## config.mk

```make
export PLATFORM = sky130hd
export DESIGN_NAME = sfm_norm_ctrl
export DESIGN_NICKNAME = d
export VERILOG_FILES = /design/src/rtl/sfm_norm_ctrl.sv
export SDC_FILE = /design/constraint.sdc
export NUM_CORES = 1
export LEC_CHECK = 0
export CAP_MARGIN = 20
export CELL_PAD_IN_SITES_DETAIL_PLACEMENT = 1
export CELL_PAD_IN_SITES_GLOBAL_PLACEMENT = 1
export CORE_AREA = 2 2 425 427
export DETAILED_ROUTE_END_ITERATION = 16
export DIE_AREA = 0 0 427 429
export PLACE_DENSITY_LB_ADDON = 0.1
export SLEW_MARGIN = 20
export SYNTH_ARGS = -nofsm -noshare
export SYNTH_HDL_FRONTEND = slang
export SYNTH_SLANG_ARGS = --single-unit
```

## constraint.sdc

```tcl
create_clock -name clk_i -period 3.1 [get_ports clk_i]
set_clock_uncertainty 0.1 [all_clocks]
set_input_delay 0.62 -clock clk_i [delete_from_list [all_inputs] [get_ports clk_i]]
set_output_delay 0.62 -clock clk_i [all_outputs]
set_load 0.005 [all_outputs]
```

## src/rtl/sfm_norm_ctrl.sv

```systemverilog
// Softmax normalisation controller: streams exponentiated vectors through an external
// lane-parallel multiplier against a captured reciprocal, tracking pipeline validity and stalls.
module sfm_norm_ctrl #(
    parameter int DATA_W  = 16,
    parameter int N_LANES = 16,
    parameter int MUL_LAT = 3,
    parameter int CNT_W   = 16
) (
    input  logic                      clk_i,
    input  logic                      rst_i,
    input  logic                      clear_i,
    input  logic                      start_i,
    input  logic [CNT_W-1:0]          n_vectors_i,
    input  logic                      recip_valid_i,
    input  logic [DATA_W-1:0]         recip_i,
    input  logic                      in_valid_i,
    output logic                      in_ready_o,
    input  logic [N_LANES*DATA_W-1:0] in_data_i,
    output logic                      mul_en_o,
    output logic [N_LANES*DATA_W-1:0] mul_op_a_o,
    output logic [DATA_W-1:0]         mul_op_b_o,
    input  logic [N_LANES*DATA_W-1:0] mul_res_i,
    output logic                      out_valid_o,
    input  logic                      out_ready_i,
    output logic [N_LANES*DATA_W-1:0] out_data_o,
    output logic                      busy_o,
    output logic                      done_o
);

    typedef enum logic [1:0] {
        ST_IDLE       = 2'd0,
        ST_WAIT_RECIP = 2'd1,
        ST_NORM       = 2'd2,
        ST_DONE       = 2'd3
    } state_t;

    state_t             state_q;
    logic [DATA_W-1:0]  recip_q;
    logic               recip_loaded_q;
    logic [CNT_W-1:0]   n_vec_q;
    logic [CNT_W-1:0]   issued_q;
    logic [CNT_W-1:0]   retired_q;
    logic [MUL_LAT-1:0] vsr_q;
    logic [MUL_LAT-1:0] vsr_d;

    logic norm_s;
    logic pipe_en_s;
    logic issue_s;
    logic retire_s;
    logic last_retire_s;
    logic recip_cap_s;

    // Pipeline advance, handshakes and next valid-shift-register value.
    always_comb begin
        norm_s        = (state_q == ST_NORM);
        pipe_en_s     = ~vsr_q[MUL_LAT-1] | out_ready_i;
        in_ready_o    = pipe_en_s & norm_s & (issued_q != n_vec_q);
        issue_s       = in_valid_i & in_ready_o;
        retire_s      = norm_s & vsr_q[MUL_LAT-1] & out_ready_i;
        last_retire_s = retire_s & ((retired_q + CNT_W'(1)) == n_vec_q);
        recip_cap_s   = recip_valid_i & ~norm_s;
        vsr_d         = vsr_q << 1;
        vsr_d[0]      = issue_s;
        if (norm_s) begin
            mul_en_o = pipe_en_s;
        end else begin
            mul_en_o = 1'b1;
        end
    end

    assign mul_op_a_o  = in_data_i;
    assign mul_op_b_o  = recip_q;
    assign out_valid_o = vsr_q[MUL_LAT-1];
    assign out_data_o  = mul_res_i;
    assign busy_o      = (state_q != ST_IDLE);
    assign done_o      = (state_q == ST_DONE);

    // Job FSM, reciprocal capture, vector counters and valid tracking.
    always_ff @(posedge clk_i or posedge rst_i) begin
        if (rst_i) begin
            state_q        <= ST_IDLE;
            recip_q        <= '0;
            recip_loaded_q <= 1'b0;
            n_vec_q        <= '0;
            issued_q       <= '0;
            retired_q      <= '0;
            vsr_q          <= '0;
        end else if (clear_i) begin
            state_q        <= ST_IDLE;
            recip_q        <= '0;
            recip_loaded_q <= 1'b0;
            n_vec_q        <= '0;
            issued_q       <= '0;
            retired_q      <= '0;
            vsr_q          <= '0;
        end else begin
            if (recip_cap_s) begin
                recip_q        <= recip_i;
                recip_loaded_q <= 1'b1;
            end
            if (pipe_en_s) begin
                vsr_q <= vsr_d;
            end
            case (state_q)
                ST_IDLE: begin
                    if (start_i) begin
                        n_vec_q   <= n_vectors_i;
                        issued_q  <= '0;
                        retired_q <= '0;
                        if (n_vectors_i == '0) begin
                            state_q <= ST_DONE;
                        end else begin
                            state_q <= ST_WAIT_RECIP;
                        end
                    end
                end
                ST_WAIT_RECIP: begin
                    if (recip_loaded_q || recip_valid_i) begin
                        state_q <= ST_NORM;
                    end
                end
                ST_NORM: begin
                    if (issue_s) begin
                        issued_q <= issued_q + CNT_W'(1);
                    end
                    if (retire_s) begin
                        retired_q <= retired_q + CNT_W'(1);
                    end
                    if (last_retire_s) begin
                        state_q <= ST_DONE;
                    end
                end
                ST_DONE: begin
                    // A reciprocal arriving in this very cycle is kept for the next job.
                    if (!recip_cap_s) begin
                        recip_loaded_q <= 1'b0;
                    end
                    state_q <= ST_IDLE;
                end
                default: begin
                    state_q <= ST_IDLE;
                end
            endcase
        end
    end

endmodule

```

==> flow_metrics.tcl, run 1 <==
set metrics [dict create \
    hpwlAfterDp_um 24880 \
    syn-num-nets 1490 \
    syn2layout_area_growth_pct 5.140 \
    ios 1084 \
    cts_hold_buf 0 \
    syn_avg_cell_area_um2 8.270 \
    finalCritPeriodShare 0.9644 \
    grt_pass1_vias 5010 \
    rsz0062_at_grt "false" \
    drtAntennaViolNets 0 \
    hold_viol_final 0 \
    cts_tree "done" \
    gp_congestion 0.6052 \
    clock-sinks 70 \
    floorplan.die_area_um2 183200 \
    crit_buf_inv 2 \
    gr-total-overflow 0 \
    cts-htree-levels 3 \
    clk_path_buf_depth 2 \
    worst_slew_pin_slew_ns 0.9132 \
    clk_pin_slew_ns 0.08 \
    crit_family "buffers and inverters" \
    powerDensity_nw_per_um2 413.8 \
    start_kind "flip-flop" \
    grt_pass1_wl_um 42230 \
    power_mw 3.357 \
    status "finished clean" \
    max_stage_delay_ns 0.45 \
    via_per_inst 1.475 \
    grtUsageTotal 0.03374 \
    clock_latency_ns 0.39 \
    row_count 155 \
    clock.fmax_mhz 334.5 \
    report.final.setup_viol 0 \
    start_util 0.04334 \
    ys.flop_type "dfrtp_1" \
    ff2ff_setup_slack_ns 0.33 \
    power.leakage_nw 2.374 \
    final_cell_mix "60 x nand2_1, 60 x dfrtp_1, 59 x clkdlybuf4s50_1, 45 x buf_4, 36 x nor2_1" \
    firstDrtPassIters 4 \
    cts-root-buf "clkbuf_16" \
    wl_um 31540 \
    drc 0 \
    vdd_drop_max_mv 0.3023 \
    fin_crit_ns 2.990 \
    synth-seq-area-share 0.2270 \
    endpoint_kind "output port" \
    core-area_um2 178000 \
    cap_violations 0 \
    crit_path_max_fanout 3 \
    hold_class "reg2reg" \
    fin_setup_tns_ns 0 \
    grt_max_degree 45 \
    synth-edff-count 0 \
    die_y_um 429 \
    max_slew_margin 0.3912 \
    antenna_found_initial 0 \
    antenna_cells 0 \
    final_nets 1080 \
    ys_seq_elements 70 \
    crit_type "reg2out" \
    worst_path_max_delay_cell "clkdlybuf4s50_1" \
    synth_area_um2 7716 \
    cts_buffers 9 \
    async_flop_share 1.000 \
    die_w_um 427 \
    wl_per_cell_um 10.94 \
    crit_chain "xor2_1, nor4_1, nand4_1, buf_4, and3_1, clkdlybuf4s50_1" \
    vias 4253 \
    cp.arrival_ns 2.27 \
    required_ns 2.38 \
    port_buffers 59 \
    ys_types 50 \
    ys_warn_count 0 \
    drive_above_1_share 0.1742 \
    syn_inst 933 \
    drtIter0Drc 112 \
    slew_viol_final 0 \
    holdWs_ns 0.4048 \
]
## final timing paths
path | start | end | cells after the start
max | issued_q[12]$_DFFE_PP0P_ | in_ready_o | 6
min | retired_q[15]$_DFFE_PP0P_ | retired_q[15]$_DFFE_PP0P_ | 1
max reg2reg | retired_q[0]$_DFFE_PP0P_ | state_q[1]$_DFFE_PP0P_ | 9
min reg2reg | retired_q[15]$_DFFE_PP0P_ | retired_q[15]$_DFFE_PP0P_ | 1
max in group asynchronous | rst_i | issued_q[11]$_DFFE_PP0P_ | 3
min in group asynchronous | rst_i | mul_op_b_o[6]$_DFFE_PP0P_ | 2
## per-layer routing
metal / wire, um / global-route usage / vias up / part of all wire
met5: 0 / 0 / - / 0
met4: 3869 / 0.04127 / 0 / 0.12
met3: 3025 / 0.01403 / 288 / 0.096
met2: 15660 / 0.05701 / 313 / 0.50
met1: 8987 / 0.02678 / 1962 / 0.28
li1: - / - / 1690 / -
## Yosys cell counts, drive strengths merged (3+ instances only)
master  instances  area share
xor2           32       0.036
nor3b           3      0.0029
buf           516        0.50
nor3            5      0.0032
xnor2          20       0.023
and2            4      0.0032
a21oi          26       0.017
nor2           37       0.018
nand4           9       0.010
dfrtp          70        0.23
o31ai           7      0.0068
and3            7      0.0065
clkbuf         15      0.0075
nand2          60       0.029
a31oi           4      0.0032
nand3          15      0.0097
nor2b           4      0.0032
nor4           16       0.015
nand2b          3      0.0024
ha              6      0.0097
inv             8      0.0039
o21ai          27       0.018
a22o           16       0.018
o41ai           4      0.0045
## logic make-up (layout without fill, tap and decap cells)
logic type      count (synthesis)  count (layout)  synth area share
compound gates                 94              94           0.07881
xor+xnor                       52              52           0.05902
fa+ha+maj                       6               6          0.009729
buf+inv                       539             134            0.5126
flops                          70              70            0.2270
simple gates                  172             172            0.1129
## layout make-up
| type | instances | area (um^2) |
|---|---|---|
| Fill cell | 21260 | 169900 |
| Inverter | 8 | 31.28 |
| Clock buffer | 11 | 232.7 |
| Multi-Input combinational cell | 324 | 2031 |
| Timing Repair Buffer | 110 | 1049 |
| Sequential cell | 70 | 1764 |
| Tap cell | 2355 | 2947 |
| Clock inverter | 5 | 58.81 |
## state kept, by name (all words and copies together), names as in the netlist
| name | flops |
|---|---|
| issued_q | 16 |
| mul_op_b_o | 16 |
| n_vec_q | 16 |
| retired_q | 16 |
| vsr_q | 3 |
| state_q | 2 |
| recip_loaded_q | 1 |
## per-stage QoR
step / utilization / area, um^2 / setup slack [ns] / std cells
2_1_floorplan: - / 7716 / 0.6118 / 933
3_3_place_gp: 0.04362 / 7766 / 0.1738 / 2863
3_5_place_dp: 0.04362 / 7766 / 0.2018 / 2863
4_1_cts: 0.04553 / 8107 / 0.005774 / 2883
5_1_grt: 0.04557 / 8113 / 0.0006066 / 2883
6_report: 0.04557 / 8113 / 0.1103 / 2883
## power by group
part / total [mW] / internal (mW) / switching [mW]
registers: 1.10 / 1.00 / 0.0988
clock network: 1.18 / 0.628 / 0.550
logic: 1.08 / 0.453 / 0.623
total: 3.36 / 2.09 / 1.27
## worst reg2reg max path, delay by kind of cell (launching register included)
family	cells	cell delay (ns)
compound gates	4	0.66
simple gates	3	1.10
xor+xnor	1	0.16
flops	1	0.49
buf+inv	1	0.18
## what timing repair did
action,4_1_cts,5_1_grt
pin swaps,3,1
endpoints found under the setup margin,1,2
resized for setup,11,1
setup buffers,4,0
Power figures use the tool's default switching activity.
==> run 2: changes to the inputs <==
==> config.mk (replaced) <==
export PLATFORM = sky130hd
export DESIGN_NAME = sfm_norm_ctrl
export DESIGN_NICKNAME = d
export VERILOG_FILES = /design/src/rtl/sfm_norm_ctrl.sv
export SDC_FILE = /design/constraint.sdc
export NUM_CORES = 1
export LEC_CHECK = 0
export CAP_MARGIN = 20
export CELL_PAD_IN_SITES_DETAIL_PLACEMENT = 0
export CELL_PAD_IN_SITES_GLOBAL_PLACEMENT = 2
export CORE_AREA = 2 2 416 418
export DETAILED_ROUTE_END_ITERATION = 16
export DIE_AREA = 0 0 418 420
export PLACE_DENSITY_LB_ADDON = 0.08
export SLEW_MARGIN = 20
export SYNTH_ARGS = -nofsm -noshare
export SYNTH_HDL_FRONTEND = slang
export SYNTH_SLANG_ARGS = --single-unit
==> flow_metrics.tcl, run 2 (same netlist as run 1, synthesis figures left out) <==
set metrics [dict create \
    cts-root-buf "clkbuf_16" \
    drc 0 \
    final_cell_mix "66 x dfrtp_1, 60 x nand2_1, 57 x clkdlybuf4s50_1, 55 x buf_4, 36 x nor2_1" \
    fin_util 0.04723 \
    status "finished clean" \
    vdd_drop_max_mv 0.2350 \
    post_dp_cell_area_um2 7699 \
    grt_pass1_vias 5099 \
    report.final.setup_viol 0 \
    cts_tree "done" \
    design_area_um2 8075 \
    clock_latency_ns 0.40 \
    gr-total-overflow 0 \
    grtUsageTotal 0.03788 \
    core-area_um2 171000 \
    ios 1084 \
    row_count 152 \
    ff2ff_setup_slack_ns 0.37 \
    start_kind "flip-flop" \
    worstRegToRegCells 10 \
    antenna_cells 0 \
    crit_type "reg2out" \
    cp.arrival_ns 2.14 \
    clock.fmax_mhz 349.4 \
    holdWs_ns 0.4046 \
    cts_hold_buf 0 \
    syn2layout_area_growth_pct 4.654 \
    floorplan.die_area_um2 175600 \
    rsz0062_at_grt "false" \
    drtAntennaViolNets 0 \
    port_buffers 59 \
    hpwlAfterDp_um 26890 \
    max_slew_margin 0.5316 \
    clk_pin_slew_ns 0.08 \
    clock-sinks 70 \
    required_ns 2.38 \
    cts-htree-levels 3 \
    layout_commonest_cell "dfrtp_1" \
    fillers 20130 \
    whs_path_depth 1 \
    start_util 0.04513 \
    crit_path_max_fanout 2 \
    die_y_um 420 \
    drtIter0Drc 125 \
    slew_viol_final 0 \
    vias 4340 \
    die_w_um 418 \
    via_per_inst 1.566 \
    worst_slew_pin_slew_ns 0.7026 \
    grt_pass1_wl_um 44640 \
    cts_buffers 9 \
    clk_path_buf_depth 2 \
    drive_above_1_share 0.1896 \
    firstDrtPassIters 4 \
    cap_violations 0 \
    antenna_found_initial 3 \
    gp_congestion 0.5700 \
    finalCritPeriodShare 0.9233 \
    wl_per_cell_um 12.23 \
    hold_viol_final 0 \
    power.leakage_nw 2.455 \
    wl_um 33880 \
    fin_setup_tns_ns 0 \
    powerDensity_nw_per_um2 438.8 \
    fin_crit_ns 2.862 \
    grt_max_degree 28 \
    final_nets 1090 \
    hold_class "reg2reg" \
    endpoint_kind "output port" \
]
==> run 2: changes by cell type in the layout (fill, tap and decap cells not counted), moves of 2 or more <==
cell / before / now
clkdlybuf4s50_1: 59 / 57
buf_4: 45 / 55
clkbuf_1: 2 / 0
dfrtp_2: 10 / 4
dfrtp_1: 60 / 66
clkinv_4: 0 / 2
==> run 2: per-layer routing <==
layer  track usage  part of all wire  up-vias
li1              -                 -     1714
met1       0.03660              0.35     1975
met2       0.06067              0.47      386
met3       0.01809              0.10      261
met4       0.03231             0.077        4
met5      0.003056            0.0022        -
==> run 2: worst paths after layout <==
path / startpoint / end
worst min-delay path: mul_op_b_o[13]$_DFFE_PP0P_ / mul_op_b_o[13]$_DFFE_PP0P_
worst max-delay path: issued_q[7]$_DFFE_PP0P_ / in_ready_o
min in group asynchronous: rst_i / mul_op_b_o[4]$_DFFE_PP0P_
worst max register to register: retired_q[1]$_DFFE_PP0P_ / state_q[1]$_DFFE_PP0P_
max in group asynchronous: rst_i / issued_q[13]$_DFFE_PP0P_
worst min register to register: mul_op_b_o[13]$_DFFE_PP0P_ / mul_op_b_o[13]$_DFFE_PP0P_
==> run 2: area by class of cell <==
type                            instances  area, um^2  share of cell area
Clock buffer                           10       239.0             0.02959
Clock inverter                          6       93.84             0.01162
Inverter                                8       31.28            0.003874
Multi-Input combinational cell        324        2041              0.2527
Sequential cell                        70        1757              0.2175
Tap cell                             2233        2794              0.3460
Timing Repair Buffer                  120        1120              0.1387
==> run 2: power by group <==
part	internal, mW	total (mW)	leakage [nW]	switching (mW)
combinational	0.468	1.10	1.34	0.629
clock	0.735	1.34	0.159	0.604
sequential	1.00	1.11	0.951	0.106
==> run 2: timing repair <==
action | in CTS | in global routing
setup buffers | 2 | 0
pin swaps | 2 | 1
hold endpoints to repair | 0 | 0
gates resized for setup | 11 | 3
endpoints found under the setup margin | 1 | 2
==> run 2: critical path, cell delays in order (launching register included) <==
cell and delay, ns:
dfrtp_1 0.41, xor2_1 0.18, nor4_2 0.28, buf_4 0.15, nand4_1 0.21, buf_4 0.23, and3_4 0.17, buf_6 0.12
==> run 2: metrics by stage <==
| stage | power (mW) | instances | setup slack, ns |
|---|---|---|---|
| 6_report | 3.543 | 2771 | 0.2377 |
| 5_1_grt | 3.849 | 2771 | 0.02402 |
| 4_1_cts | 3.796 | 2771 | -0.01331 |
| 3_5_place_dp | 2.307 | 2753 | -0.02357 |
| 3_3_place_gp | 2.336 | 2753 | -0.06217 |
| 2_1_floorplan | 2.067 | 933 | 0.6118 |
==> run 3: changes to the inputs <==
--- a/config.mk
+++ b/config.mk
@@ -11,6 +11,7 @@
 export CORE_AREA = 2 2 416 418
 export DETAILED_ROUTE_END_ITERATION = 16
 export DIE_AREA = 0 0 418 420
+export HOLD_SLACK_MARGIN = 0.03
 export PLACE_DENSITY_LB_ADDON = 0.08
 export SLEW_MARGIN = 20
 export SYNTH_ARGS = -nofsm -noshare
==> results of run 3 <==
The final DEF is identical to that of run 2; final timing and power are the same.
